`src/rtl/kt8_pkg.sv`:
```
// Shared definitions for the kt8 data-side serial port: address map,
// status byte layout and TX state encodings.
package kt8_pkg;

  localparam logic [7:0] KT8_TX_ADDR   = 8'hF0;
  localparam logic [7:0] KT8_STAT_ADDR = 8'hF1;

  localparam int STAT_EMPTY_BIT  = 0;
  localparam int STAT_FULL_BIT   = 1;
  localparam int STAT_ACTIVE_BIT = 2;
  localparam int STAT_OVF_BIT    = 3;
  localparam int STAT_COUNT_LSB  = 4;

  localparam logic [1:0] ST_IDLE  = 2'b00;
  localparam logic [1:0] ST_START = 2'b01;
  localparam logic [1:0] ST_DATA  = 2'b10;
  localparam logic [1:0] ST_STOP  = 2'b11;

  typedef enum logic [1:0] {
    IDLE  = ST_IDLE,
    START = ST_START,
    DATA  = ST_DATA,
    STOP  = ST_STOP
  } tx_state_t;

  function automatic logic [7:0] pack_status(input logic       empty,
                                             input logic       full,
                                             input logic       active,
                                             input logic       ovf,
                                             input logic [2:0] count);
    logic [7:0] s;
    s = '0;
    s[STAT_EMPTY_BIT]          = empty;
    s[STAT_FULL_BIT]           = full;
    s[STAT_ACTIVE_BIT]         = active;
    s[STAT_OVF_BIT]            = ovf;
    s[STAT_COUNT_LSB +: 3]     = count;
    return s;
  endfunction

endpackage

```
`src/rtl/kt8_byte_fifo.sv`:
```
// Small circular byte FIFO with a count register; clear is a synchronous
// flush that wins over push and pop.
module kt8_byte_fifo #(
  parameter int DEPTH = 4
) (
  input  logic       clk,
  input  logic       rst,
  input  logic       clear,
  input  logic       push,
  input  logic       pop,
  input  logic [7:0] din,
  output logic [7:0] dout,
  output logic [2:0] count,
  output logic       full,
  output logic       empty
);

  localparam int PTR_W = (DEPTH > 1) ? $clog2(DEPTH) : 1;

  logic [7:0]       mem [DEPTH];
  logic [PTR_W-1:0] rd_ptr;
  logic [PTR_W-1:0] wr_ptr;
  logic             do_push;
  logic             do_pop;

  function automatic logic [PTR_W-1:0] next_ptr(input logic [PTR_W-1:0] p);
    return (p == PTR_W'(DEPTH - 1)) ? '0 : p + PTR_W'(1);
  endfunction

  assign full  = (count == 3'(DEPTH));
  assign empty = (count == 3'd0);
  assign dout  = mem[rd_ptr];

  // When full, a push is still accepted if the head leaves the same cycle.
  assign do_push = push && (!full || pop);
  assign do_pop  = pop && !empty;

  always_ff @(posedge clk or posedge rst) begin
    if (rst) begin
      rd_ptr <= '0;
      wr_ptr <= '0;
      count  <= '0;
    end else if (clear) begin
      rd_ptr <= '0;
      wr_ptr <= '0;
      count  <= '0;
    end else begin
      if (do_push) wr_ptr <= next_ptr(wr_ptr);
      if (do_pop)  rd_ptr <= next_ptr(rd_ptr);
      case ({do_push, do_pop})
        2'b10:   count <= count + 3'd1;
        2'b01:   count <= count - 3'd1;
        default: count <= count;
      endcase
    end
  end

  always_ff @(posedge clk) begin
    if (do_push && !clear) mem[wr_ptr] <= din;
  end

endmodule

```
`src/rtl/kt8_uart_tx_port.sv`:
```
// kt8 data-side bus decoder: routes CPU writes to RAM or to a memory-mapped
// 8N1 transmitter with a TX FIFO and a readable status register.
module kt8_uart_tx_port
  import kt8_pkg::*;
#(
  parameter int         CLKS_PER_BIT = 16,
  parameter int         FIFO_DEPTH   = 4,
  parameter logic [7:0] TX_ADDR      = KT8_TX_ADDR,
  parameter logic [7:0] STAT_ADDR    = KT8_STAT_ADDR
) (
  input  logic       clk,
  input  logic       rst,
  input  logic [7:0] data_address,
  input  logic [7:0] ram_out,
  input  logic       write,
  input  logic       kd_reset,
  input  logic [7:0] mem_rdata,
  output logic [7:0] ram_in,
  output logic       mem_write,
  output logic       tx,
  output logic       tx_busy
);

  localparam int CNT_W = $clog2(CLKS_PER_BIT);

  logic       tx_sel;
  logic       stat_sel;
  logic       push_req;
  logic       stat_wr;
  logic       drop;
  logic       overflow;
  logic [7:0] status;

  logic       fifo_pop;
  logic [7:0] fifo_dout;
  logic [2:0] fifo_count;
  logic       fifo_full;
  logic       fifo_empty;

  tx_state_t        state_q, state_d;
  logic [CNT_W-1:0] cnt_q, cnt_d;
  logic [2:0]       idx_q, idx_d;
  logic [7:0]       shift_q, shift_d;
  logic             tx_q, tx_d;
  logic             bit_done;

  assign tx_sel    = (data_address == TX_ADDR);
  assign stat_sel  = (data_address == STAT_ADDR);
  assign mem_write = write && !(tx_sel || stat_sel);
  assign push_req  = write && tx_sel;
  assign stat_wr   = write && stat_sel;
  assign drop      = push_req && fifo_full && !fifo_pop;

  assign status = pack_status(fifo_empty, fifo_full, state_q != IDLE,
                              overflow, fifo_count);

  always_comb begin
    ram_in = mem_rdata;
    if (stat_sel)    ram_in = status;
    else if (tx_sel) ram_in = 8'h00;
  end

  assign tx      = tx_q;
  assign tx_busy = (state_q != IDLE) || (fifo_count != 3'd0);

  kt8_byte_fifo #(
    .DEPTH (FIFO_DEPTH)
  ) u_fifo (
    .clk   (clk),
    .rst   (rst),
    .clear (kd_reset),
    .push  (push_req),
    .pop   (fifo_pop),
    .din   (ram_out),
    .dout  (fifo_dout),
    .count (fifo_count),
    .full  (fifo_full),
    .empty (fifo_empty)
  );

  // A drop in the same cycle as a clear leaves the sticky flag set.
  always_ff @(posedge clk or posedge rst) begin
    if (rst)           overflow <= 1'b0;
    else if (kd_reset) overflow <= 1'b0;
    else if (drop)     overflow <= 1'b1;
    else if (stat_wr)  overflow <= 1'b0;
  end

  assign bit_done = (cnt_q == CNT_W'(CLKS_PER_BIT - 1));

  // tx_d is the line level for the next cycle, so tx is glitch-free.
  always_comb begin
    state_d  = state_q;
    cnt_d    = cnt_q;
    idx_d    = idx_q;
    shift_d  = shift_q;
    tx_d     = tx_q;
    fifo_pop = 1'b0;
    case (state_q)
      IDLE: begin
        tx_d = 1'b1;
        if (!fifo_empty) begin
          fifo_pop = 1'b1;
          shift_d  = fifo_dout;
          cnt_d    = '0;
          state_d  = START;
          tx_d     = 1'b0;
        end
      end
      START: begin
        tx_d = 1'b0;
        if (bit_done) begin
          cnt_d   = '0;
          idx_d   = 3'd0;
          state_d = DATA;
          tx_d    = shift_q[0];
        end else begin
          cnt_d = cnt_q + CNT_W'(1);
        end
      end
      DATA: begin
        tx_d = shift_q[0];
        if (bit_done) begin
          cnt_d   = '0;
          shift_d = shift_q >> 1;
          if (idx_q == 3'd7) begin
            state_d = STOP;
            tx_d    = 1'b1;
          end else begin
            idx_d = idx_q + 3'd1;
            tx_d  = shift_d[0];
          end
        end else begin
          cnt_d = cnt_q + CNT_W'(1);
        end
      end
      STOP: begin
        tx_d = 1'b1;
        if (bit_done) begin
          cnt_d   = '0;
          state_d = IDLE;
        end else begin
          cnt_d = cnt_q + CNT_W'(1);
        end
      end
      default: begin
        state_d = IDLE;
        tx_d    = 1'b1;
      end
    endcase
  end

  always_ff @(posedge clk or posedge rst) begin
    if (rst) begin
      state_q <= IDLE;
      cnt_q   <= '0;
      idx_q   <= '0;
      shift_q <= '0;
      tx_q    <= 1'b1;
    end else if (kd_reset) begin
      state_q <= IDLE;
      cnt_q   <= '0;
      idx_q   <= '0;
      shift_q <= '0;
      tx_q    <= 1'b1;
    end else begin
      state_q <= state_d;
      cnt_q   <= cnt_d;
      idx_q   <= idx_d;
      shift_q <= shift_d;
      tx_q    <= tx_d;
    end
  end

endmodule

```
`config.mk`:
```
export PLATFORM = sky130hd
export DESIGN_NAME = kt8_uart_tx_port
export DESIGN_NICKNAME = d
export VERILOG_FILES = /design/src/rtl/kt8_pkg.sv /design/src/rtl/kt8_byte_fifo.sv /design/src/rtl/kt8_uart_tx_port.sv
export SDC_FILE = /design/constraint.sdc
export NUM_CORES = 1
export LEC_CHECK = 0
export CAP_MARGIN = 20
export CORE_UTILIZATION = 56
export CTS_CLUSTER_DIAMETER = 120
export CTS_CLUSTER_SIZE = 12
export DETAILED_ROUTE_END_ITERATION = 6
export GPL_TIMING_DRIVEN = 0
export PLACE_DENSITY = 0.81
export SLEW_MARGIN = 25
export SYNTH_ARGS = -nofsm -noshare
export SYNTH_HDL_FRONTEND = slang
export SYNTH_SLANG_ARGS = --single-unit
```
`constraint.sdc`:
```
create_clock -name clk -period 6.1 [get_ports clk]
set_input_delay 1.22 -clock clk [delete_from_list [all_inputs] [get_ports clk]]
set_output_delay 1.22 -clock clk [all_outputs]
set_load 0.02 [all_outputs]
```
* After elaboration in Yosys (flattened, before gate mapping) *
Memories as Yosys holds them, arrays and structs flattened.
Cells that the tools add are included.

operators by class
  $add $sub $neg = 6
  equality and inequality tests = 18
  mux-type cells = 43
  reductions and logical operators = 30

operators by type and width
  cell                 number
  $mux 8               5
  $mux 2               12
  $ne 3x3->1 const B   6
  $eq 8x8->1 const B   2
  $pmux 8 s2           1
  $mux 3               5
  $reduce_bool 3->1    5
  $mux 1               12
  $mux 4               3
  $pmux 3 s2           2
  $eq 2x2->1 const B   5
  $logic_and 1x1->1    8
  $pmux 2 s4           1
  $pmux 4 s2           1
  $add 3x1->3 const B  2
  $eq 3x3->1 const B   2
  $reduce_bool 2->1    3
  $logic_not 1->1      5
  $reduce_and 5->1     1
  $add 2x1->2 const B  2
  $add 4x1->4 const B  1
  $eq 2x1->1 const B   2
  $eq 4x4->1 const B   1
  $pmux 1 s4           1
  other kinds (7)      9

word-level totals
  bits in registers = 26
  RAM bits = 32
  input port bits = 28
  output and inout bits = 11
  memories kept = 1

memories
  name        depth  bits a word  read ports  clocked after Yosys merged registers in  wr ports  RTL line             source
  u_fifo.mem  4      8            1           0                                        1         kt8_byte_fifo.sv:20  logic [7:0] mem [DEPTH];

* Longest topological paths before layout *
Gate-level depths: netlist of the first run.

  depth after elaboration = 8
  depth in mapped cells = 9
  depth with buffers taken out = 9

* By module *
Synthesis of the first run repeated with hierarchy kept, for this count alone.

second synthesis, totals
  cells, all modules = 271
  area, all modules = 3231.8 um^2

modules (own cells, without submodules)
  module            times used  cells an instance  area each (um^2)
  kt8_byte_fifo     1           110                1764.2
  kt8_uart_tx_port  1           161                1467.7

* Worst setup path before layout of the first run *
No wires, ideal clock.

  path type = input port to output port
  start = in data_address[3]
  end = out ram_in[1]
  arrival time = 2.948 ns
  setup slack = 1.932 ns
  stages = 4
  cell sequence = or4b_4 > or2_1 > clkbuf_1 > o41ai_1

on the way
  longest elaborated chain between the ends = 3
  elaborated cells on any way between the ends = 4
  classes of those cells = eq/ne: 2; mux: 2

ends and longest elaborated chain
  what             RTL line                source
  start, declared  kt8_uart_tx_port.sv:13  input logic [7:0] data_address,
  $eq 8x8->1       kt8_uart_tx_port.sv:47  assign tx_sel = (data_address == TX_ADDR);
  $mux 8           kt8_uart_tx_port.sv:60  else if (tx_sel) ram_in = 8'h00;
  $mux 8 (*)       kt8_uart_tx_port.sv:59  if (stat_sel) ram_in = status;
  end, declared    kt8_uart_tx_port.sv:18  output logic [7:0] ram_in,

Every way passes the cells marked *; elsewhere a longest branch is shown, timed or not.

* Worst setup path in the final report of the first run *
Same ends and word-level chain as after synthesis.

==> impl_metrics.tcl, run 1 <==
set metrics [dict create \
    gp_congestion 0.734 \
    antenna_found_initial 0 \
    chipHeight_um 74.2 \
    final.min_clock_period_ns 4.87 \
    synth.yosys.seq_area_share_pct 55.2 \
    final.period_utilization_pct 79.8 \
    maxSlewHeadroom_pct 61.8 \
    rows 25 \
    synth.mux.area_fraction_pct 13.1 \
    outcome "finished clean" \
    tritoncts_clock_tree "built" \
    p_int_uw 930 \
    core_area_um2 4880 \
    power.net_switching_uw 403 \
    antenna-diode-count 0 \
    initial_utilization_pct 59.9 \
    crit_cells 6 \
    design.final.nets 316 \
    synth_xor_area_share_pct 0.899 \
    r2r_cells 9 \
    crit_path_frequent_cell "clkdlybuf4s50_1" \
    timing.critical_path.from_type "input pin" \
    wirelength_um 5300 \
    main_combinational_cell_family_by_area_after_synthesis "simple AND/OR/NAND/NOR gates" \
    number_of_warning_messages_in_the_yosys_log 0 \
    timing.critical_path.required_ns 4.88 \
    clock_tree.htree_level_count 3 \
    critical_path_class "input pin to output port" \
    combinationalPowerShare_pct 32.9 \
    post_cts.resized_instances 0 \
    max_freq_mhz 206 \
    synth_enable_flop_cells 32 \
    numCtsBuffers 9 \
    area_delta_synth_final_pct 23.9 \
    synth_area_leaders "edfxtp_1, dfrtp_1, mux4_2, ha_1, mux2_2" \
    grt_pass1_wl_um 8700 \
    worst_r2r_startpoint "u_fifo.count[0]$_DFFE_PP0P_" \
    netlist_area_um2 2920 \
    clk_root_buffer_cell "clkbuf_8" \
    dieArea_um2 5510 \
    global_route.usage.total_pct 22.2 \
    synth_commonest_cells "edfxtp_1, dfrtp_1, nor2_1" \
    power.density_nw_per_um2 368 \
    post_cts.repair.setup_buffers 0 \
    hold_buffers 0 \
    crit_startpoint "data_address[3]" \
    portBuffers 38 \
    final-setup-viol-count 0 \
    post_dp_cell_area_um2 3390 \
    vias_per_cell 5.54 \
    drcViolationCount 0 \
    critPathTopFamily "buffers and inverters" \
    synth-adder-area-share_pct 5.82 \
    final_layout_size_suffix_gt1_share_pct 16.1 \
    drt_pass1_iterations 4 \
    ys_seq_elements 58 \
    yosys.area.top_type "edfxtp_1" \
    grt_pass1_vias 1942 \
    cp_data_arrival_time_ns 3.65 \
    total_leakage_power_uw 0.00138 \
    io_pins 39 \
    async_reset_ff_share_pct 44.8 \
    type_of_the_most_critical_hold_path "flip-flop to flip-flop" \
    regToRegSetupSlack_ns 3.39 \
    grt_setup_unrepaired "no" \
    synth_nets 267 \
    synth_most_common_cell "edfxtp_1" \
    crit_path_max_incr_delay_ns 0.67 \
    fin_worst_skew_ns 0.0106 \
    syn-instance-count 226 \
    synthSimpleGateAreaFrac_pct 14.6 \
    insertion_delay_ns 0.34 \
    clkTransAtPathRegs_ns 0.06 \
    die_w_um 74.2 \
    synth_area_per_cell_um2 12.9 \
    postLayoutCellArea_um2 3620 \
    r2r-end "u_fifo.count[2]$_DFFE_PP0P_" \
    postSynth.topFlopCell "edfxtp_1" \
    detail_route.wl_per_cell_um 15.3 \
    share_of_the_synthesized_area_in_compound_gates_ao_oa_aoi_oai_pct 7.75 \
    timing.max_cap.violations 0 \
    endpoint "ram_in[1]" \
    power.share.clock_pct 30.4 \
    grt_overflow_total 0 \
    ir_worst_vdd_mv 0.214 \
    clockBufferDepth 2 \
    final_max_slew_viol_count 0 \
    hold_viol 0 \
    path_max_fanout 6 \
    clock_sink_count 58 \
    postRouteAntennaNets 0 \
    crit_path_top_delay_cell "clkdlybuf4s50_1" \
    seq_power_share_pct 36.7 \
    via_count 1923 \
    critical_path.n_buffers_inverters 3 \
    switching_share_pct 30.2 \
    area_fraction_of_the_dominant_cell_type_after_synthesis_pct 32.9 \
    synthDistinctLibCells 51 \
    place.detailed.hpwl_um 3750 \
    timing.setup.tns_ns 0 \
    crit_path_end_kind "output port" \
    actual_slew_at_the_worst_max_slew_pin_ns 0.572 \
    detail_route.iter0.violations 95 \
    maximum_number_of_pins_on_one_net_before_global_route_repair 27 \
    crit_path_cell_trace "clkdlybuf4s50_1 -> or4b_4 -> or2_1 -> clkbuf_1 -> o41ai_1 -> clkdlybuf4s50_1" \
]
[per-stage QoR]
| stage | hold slack, ns | util [%] | std cells | setup slack (ns) | power (uW) |
|---|---|---|---|---|---|
| 6_report | 0.504 | 74.2 | 347 | 1.23 | 1330 |
| 3_5_place_dp | 0.491 | 69.4 | 331 | 1.24 | 929 |
| 2_1_floorplan | 0.467 | - | 226 | 1.93 | 814 |
| 4_1_cts | 0.507 | 74.2 | 347 | 1.23 | 1330 |
| 5_1_grt | 0.520 | 74.2 | 347 | 1.09 | 1410 |
| 3_3_place_gp | 0.485 | 69.4 | 331 | 1.27 | 916 |
[sequential cells by signal, summed over array words and instances (netlist names)]
name	flops
u_fifo.count	3
shift_q	8
tx	1
u_fifo.rd_ptr	2
u_fifo.mem	32
state_q	2
idx_q	3
cnt_q	4
overflow	1
u_fifo.wr_ptr	2
[metal layers]
layer	GRT usage (%)	share of wire [%]	wire length [um]	up-vias
li1	-	-	-	931
met4	7.34	1.4	74	0
met1	28.5	45	2390	938
met3	8.40	4.1	217	12
met5	0	0	0	-
met2	34.9	49	2610	42
[cell families (layout without fill, tap and decap cells)]
logic type / count (synthesis) / count (layout)
DFF: 58 / 58
xor gates and xnor gates: 3 / 3
muxes: 25 / 25
and+or+nand+nor: 74 / 74
buffers and inverters: 20 / 74
AOI/OAI and AO/OA: 33 / 33
adders and majority gates: 13 / 13
[worst min path at each step]
stage,from,end,slack [ns],cells past startpoint
after global routing,shift_q[4]$_DFFE_PP0P_,shift_q[4]$_DFFE_PP0P_,0.52,1
after global placement,shift_q[4]$_DFFE_PP0P_,shift_q[4]$_DFFE_PP0P_,0.49,1
after CTS,shift_q[7]$_DFFE_PP0P_,shift_q[7]$_DFFE_PP0P_,0.51,1
after detailed placement,shift_q[5]$_DFFE_PP0P_,shift_q[5]$_DFFE_PP0P_,0.49,1
final,shift_q[4]$_DFFE_PP0P_,shift_q[4]$_DFFE_PP0P_,0.50,1
after floorplan,shift_q[2]$_DFFE_PP0P_,shift_q[2]$_DFFE_PP0P_,0.47,1
[layout make-up]
| class | count | area [um^2] |
|---|---|---|
| tap | 67 | 83.8 |
| buffer | 13 | 50.0 |
| multi-input combinational | 148 | 1230 |
| sequential | 58 | 1610 |
| timing repair buffer | 38 | 380 |
| inverter | 7 | 26.3 |
| fill | 344 | 1260 |
| clock inverter | 2 | 60.1 |
| clock buffer | 14 | 173 |
[power groups by stage]
stage               Sequential, uW  Clock [uW]  Combinational (uW)
finish                         489         406                 438
global route                   493         430                 483
CTS                            489         411                 435
detailed placement             497           0                 433
global placement               494           0                 422
floorplan                      490           0                 324
[layout by cell type, fill, tap and decap left out, types with 2 or more instances in the layout]
| cell type | netlist | final |
|---|---|---|
| o21ai_0 | 2 | 2 |
| nor2b_1 | 3 | 3 |
| xor2_1 | 2 | 2 |
| mux4_2 | 8 | 8 |
| and2_1 | 6 | 6 |
| a21oi_1 | 6 | 6 |
| inv_1 | 7 | 6 |
| bufinv_16 | 0 | 2 |
| nand3_1 | 5 | 5 |
| nand2b_1 | 9 | 9 |
| clkbuf_1 | 9 | 11 |
| o21ai_1 | 5 | 5 |
| clkbuf_8 | 0 | 12 |
| buf_1 | 3 | 3 |
| mux2_2 | 11 | 11 |
| clkdlybuf4s50_1 | 0 | 38 |
| nand2_1 | 15 | 15 |
| nor3_1 | 3 | 3 |
| dfrtp_1 | 25 | 25 |
| a22o_1 | 9 | 9 |
| a31oi_1 | 2 | 2 |
| edfxtp_1 | 32 | 32 |
| o21bai_1 | 2 | 2 |
| mux2i_1 | 4 | 4 |
| nor2_1 | 16 | 16 |
| ha_1 | 12 | 12 |
| nor3b_1 | 3 | 3 |
No activity file was read; power rests on OpenSTA's default activity.
==> run 2, diff against run 1 <==
--- a/config.mk
+++ b/config.mk
@@ -6,12 +6,12 @@
 export NUM_CORES = 1
 export LEC_CHECK = 0
 export CAP_MARGIN = 20
-export CORE_UTILIZATION = 56
+export CORE_UTILIZATION = 49
 export CTS_CLUSTER_DIAMETER = 120
 export CTS_CLUSTER_SIZE = 12
 export DETAILED_ROUTE_END_ITERATION = 6
 export GPL_TIMING_DRIVEN = 0
-export PLACE_DENSITY = 0.81
+export PLACE_DENSITY = 0.75
 export SLEW_MARGIN = 25
 export SYNTH_ARGS = -nofsm -noshare
 export SYNTH_HDL_FRONTEND = slang
==> constraint.sdc (replaced) <==
create_clock -name clk -period 4.44 [get_ports clk]
set_input_delay 0.888 -clock clk [delete_from_list [all_inputs] [get_ports clk]]
set_output_delay 0.888 -clock clk [all_outputs]
set_load 0.02 [all_outputs]
==> run 2 against run 1 <==
  * First-iteration DRC count fell by 23%
  * Final cell count rose by 1.4%
  * Power rose by 32%
  * Register-to-register slack got worse by 1.6 ns
  * Flip-flop and latch count did not move
  * Count of clock-buffer cells in the layout fell by 5
  * Sequential share of layout area rose by 0.29 points
  * Clock skew fell by 0.0044 ns
==> impl_metrics.tcl, run 2 (same netlist as run 1, synthesis figures left out) <==
set metrics [dict create \
    layout.cells.most_common_list "clkdlybuf4s50_1, edfxtp_1, dfrtp_1" \
    reg_top3 "u_fifo.mem: 32 flops, shift_q: 8 flops, cnt_q: 4 flops" \
    fin_worst_skew_ns 0.00628 \
    clock_tree.htree_level_count 3 \
    layoutNonFillerInstCount 352 \
    vias_per_cell 5.46 \
    final_max_slew_viol_count 0 \
    power.net_switching_uw 581 \
    combinationalPowerShare_pct 34.0 \
    crit_path_end_kind "output port" \
    hold_viol 0 \
    ir_worst_vdd_mv 0.379 \
    largest_register_ffs 32 \
    initial_utilization_pct 51.8 \
    p_int_uw 1180 \
    maxSlewHeadroom_pct 62.4 \
    postRouteAntennaNets 0 \
    dieArea_um2 6280 \
    detail_route.wl_per_cell_um 15.6 \
    place.detailed.hpwl_um 3870 \
    clock_sink_count 58 \
    critical_path_class "input pin to output port" \
    grt_pass1_wl_um 9180 \
    gp_congestion 0.773 \
    timing.setup.tns_ns 0 \
    via_count 1921 \
    area_delta_synth_final_pct 23.0 \
    core_area_um2 5640 \
    chipHeight_um 79.2 \
    power.share.clock_pct 27.8 \
    regMostFlops "u_fifo.mem" \
    power.density_nw_per_um2 489 \
    hold_buffers 0 \
    drt_pass1_iterations 4 \
    final.period_utilization_pct 94.6 \
    timing.critical_path.required_ns 3.55 \
    total_leakage_power_uw 0.00136 \
    outcome "finished clean" \
    timing.max_cap.violations 0 \
    io_pins 39 \
    numCtsBuffers 9 \
    global_route.usage.total_pct 19.9 \
    worst_r2r_startpoint "u_fifo.count[0]$_DFFE_PP0P_" \
    grt_pass1_vias 1892 \
    tritoncts_clock_tree "built" \
    rows 27 \
    insertion_delay_ns 0.34 \
    timing.hold.worst.start "shift_q[2]$_DFFE_PP0P_" \
    post_cts.resized_instances 0 \
    clockBufferDepth 2 \
    antenna-diode-count 0 \
    actual_slew_at_the_worst_max_slew_pin_ns 0.563 \
    detail_route.iter0.violations 73 \
    portBuffers 38 \
    final_core_utilization_pct 63.7 \
    type_of_the_most_critical_hold_path "flip-flop to flip-flop" \
    dpl.cell_count 336 \
    final-setup-viol-count 0 \
    clk_root_buffer_cell "clkbuf_8" \
    num-fill-cells 435 \
    post_cts.repair.setup_buffers 0 \
    cp_data_arrival_time_ns 3.31 \
    design.final.nets 316 \
    final_layout_size_suffix_gt1_share_pct 16.8 \
    switching_share_pct 33.0 \
    antenna_found_initial 0 \
    maximum_number_of_pins_on_one_net_before_global_route_repair 27 \
    grt_setup_unrepaired "no" \
    path_max_fanout 10 \
    wirelength_um 5480 \
    drcViolationCount 0 \
    die_w_um 79.2 \
    grt_overflow_total 0 \
    crit_startpoint "data_address[3]" \
    final.min_clock_period_ns 4.20 \
    timing.critical_path.from_type "input pin" \
    max_freq_mhz 238 \
    seq_power_share_pct 38.1 \
    clkTransAtPathRegs_ns 0.07 \
    final_common_cell "clkdlybuf4s50_1" \
]
## run 2: cell types whose count changed in the layout (fill, tap and decap cells not counted)
cell,before,now
clkinv_4,0,2
inv_6,0,1
bufinv_16,2,1
clkinvlp_4,0,3
clkbuf_1,11,9
clkbuf_8,12,9
## run 2: worst max-delay path, stage by stage
cell and delay, ns:
clkdlybuf4s50_1 0.39, or4b_4 0.58, or2_1 0.24, clkbuf_1 0.16, clkbuf_1 0.24, o21ai_1 0.18, clkdlybuf4s50_1 0.62
## run 2: power groups by stage
stage	Sequential (uW)	Clock, uW	Combinational, uW
global route	678	527	662
CTS	670	500	601
finish	671	490	598
detailed placement	680	0	596
floorplan	673	0	444
global placement	679	0	582
## run 2: final cells by class
cell class | count | area (um^2) | area share [%]
buffer | 13 | 50.0 | 1.39
clock buffer | 9 | 124 | 3.45
clock inverter | 7 | 78.8 | 2.19
inverter | 7 | 26.3 | 0.731
multi-input combinational | 148 | 1230 | 34.3
sequential | 58 | 1610 | 44.9
tap | 72 | 90.1 | 2.51
timing repair buffer | 38 | 380 | 10.6
## run 2: through the flow
stage	power, uW	instance area (um^2)	hold slack [ns]	worst slack (ns)
finish	1760	3590	0.501	0.239
detailed placement	1280	3390	0.487	0.234
global route	1870	3590	0.518	0.0857
CTS	1770	3590	0.506	0.237
global placement	1260	3390	0.485	0.265
floorplan	1120	2920	0.467	0.936
## run 2: final timing paths
check | to | slack, ns | cells past startpoint
setup / recovery | ram_in[6] | 0.24 | 7
hold / removal | shift_q[2]$_DFFE_PP0P_ | 0.50 | 1
setup reg to reg | u_fifo.count[2]$_DFFE_PP0P_ | 1.83 | 9
hold reg to reg | shift_q[2]$_DFFE_PP0P_ | 0.50 | 1
max in group asynchronous | u_fifo.wr_ptr[1]$_DFFE_PP0P_ | 3.14 | 2
min in group asynchronous | shift_q[0]$_DFFE_PP0P_ | 0.92 | 2
## run 2: metal layers
metal,vias to the layer above,track usage [%],routed length (um)
li1,930,-,-
met2,36,30.7,2660
met1,949,26.4,2570
met4,0,5.45,44
met3,6,7.24,207
met5,-,0,0
==> run 3, diff against run 2 <==
--- a/config.mk
+++ b/config.mk
@@ -5,7 +5,7 @@
 export SDC_FILE = /design/constraint.sdc
 export NUM_CORES = 1
 export LEC_CHECK = 0
-export CAP_MARGIN = 20
+export CAP_MARGIN = 0
 export CORE_UTILIZATION = 49
 export CTS_CLUSTER_DIAMETER = 120
 export CTS_CLUSTER_SIZE = 12
==> results of run 3 <==
Final layout, timing and power as in run 2 (identical DEF).
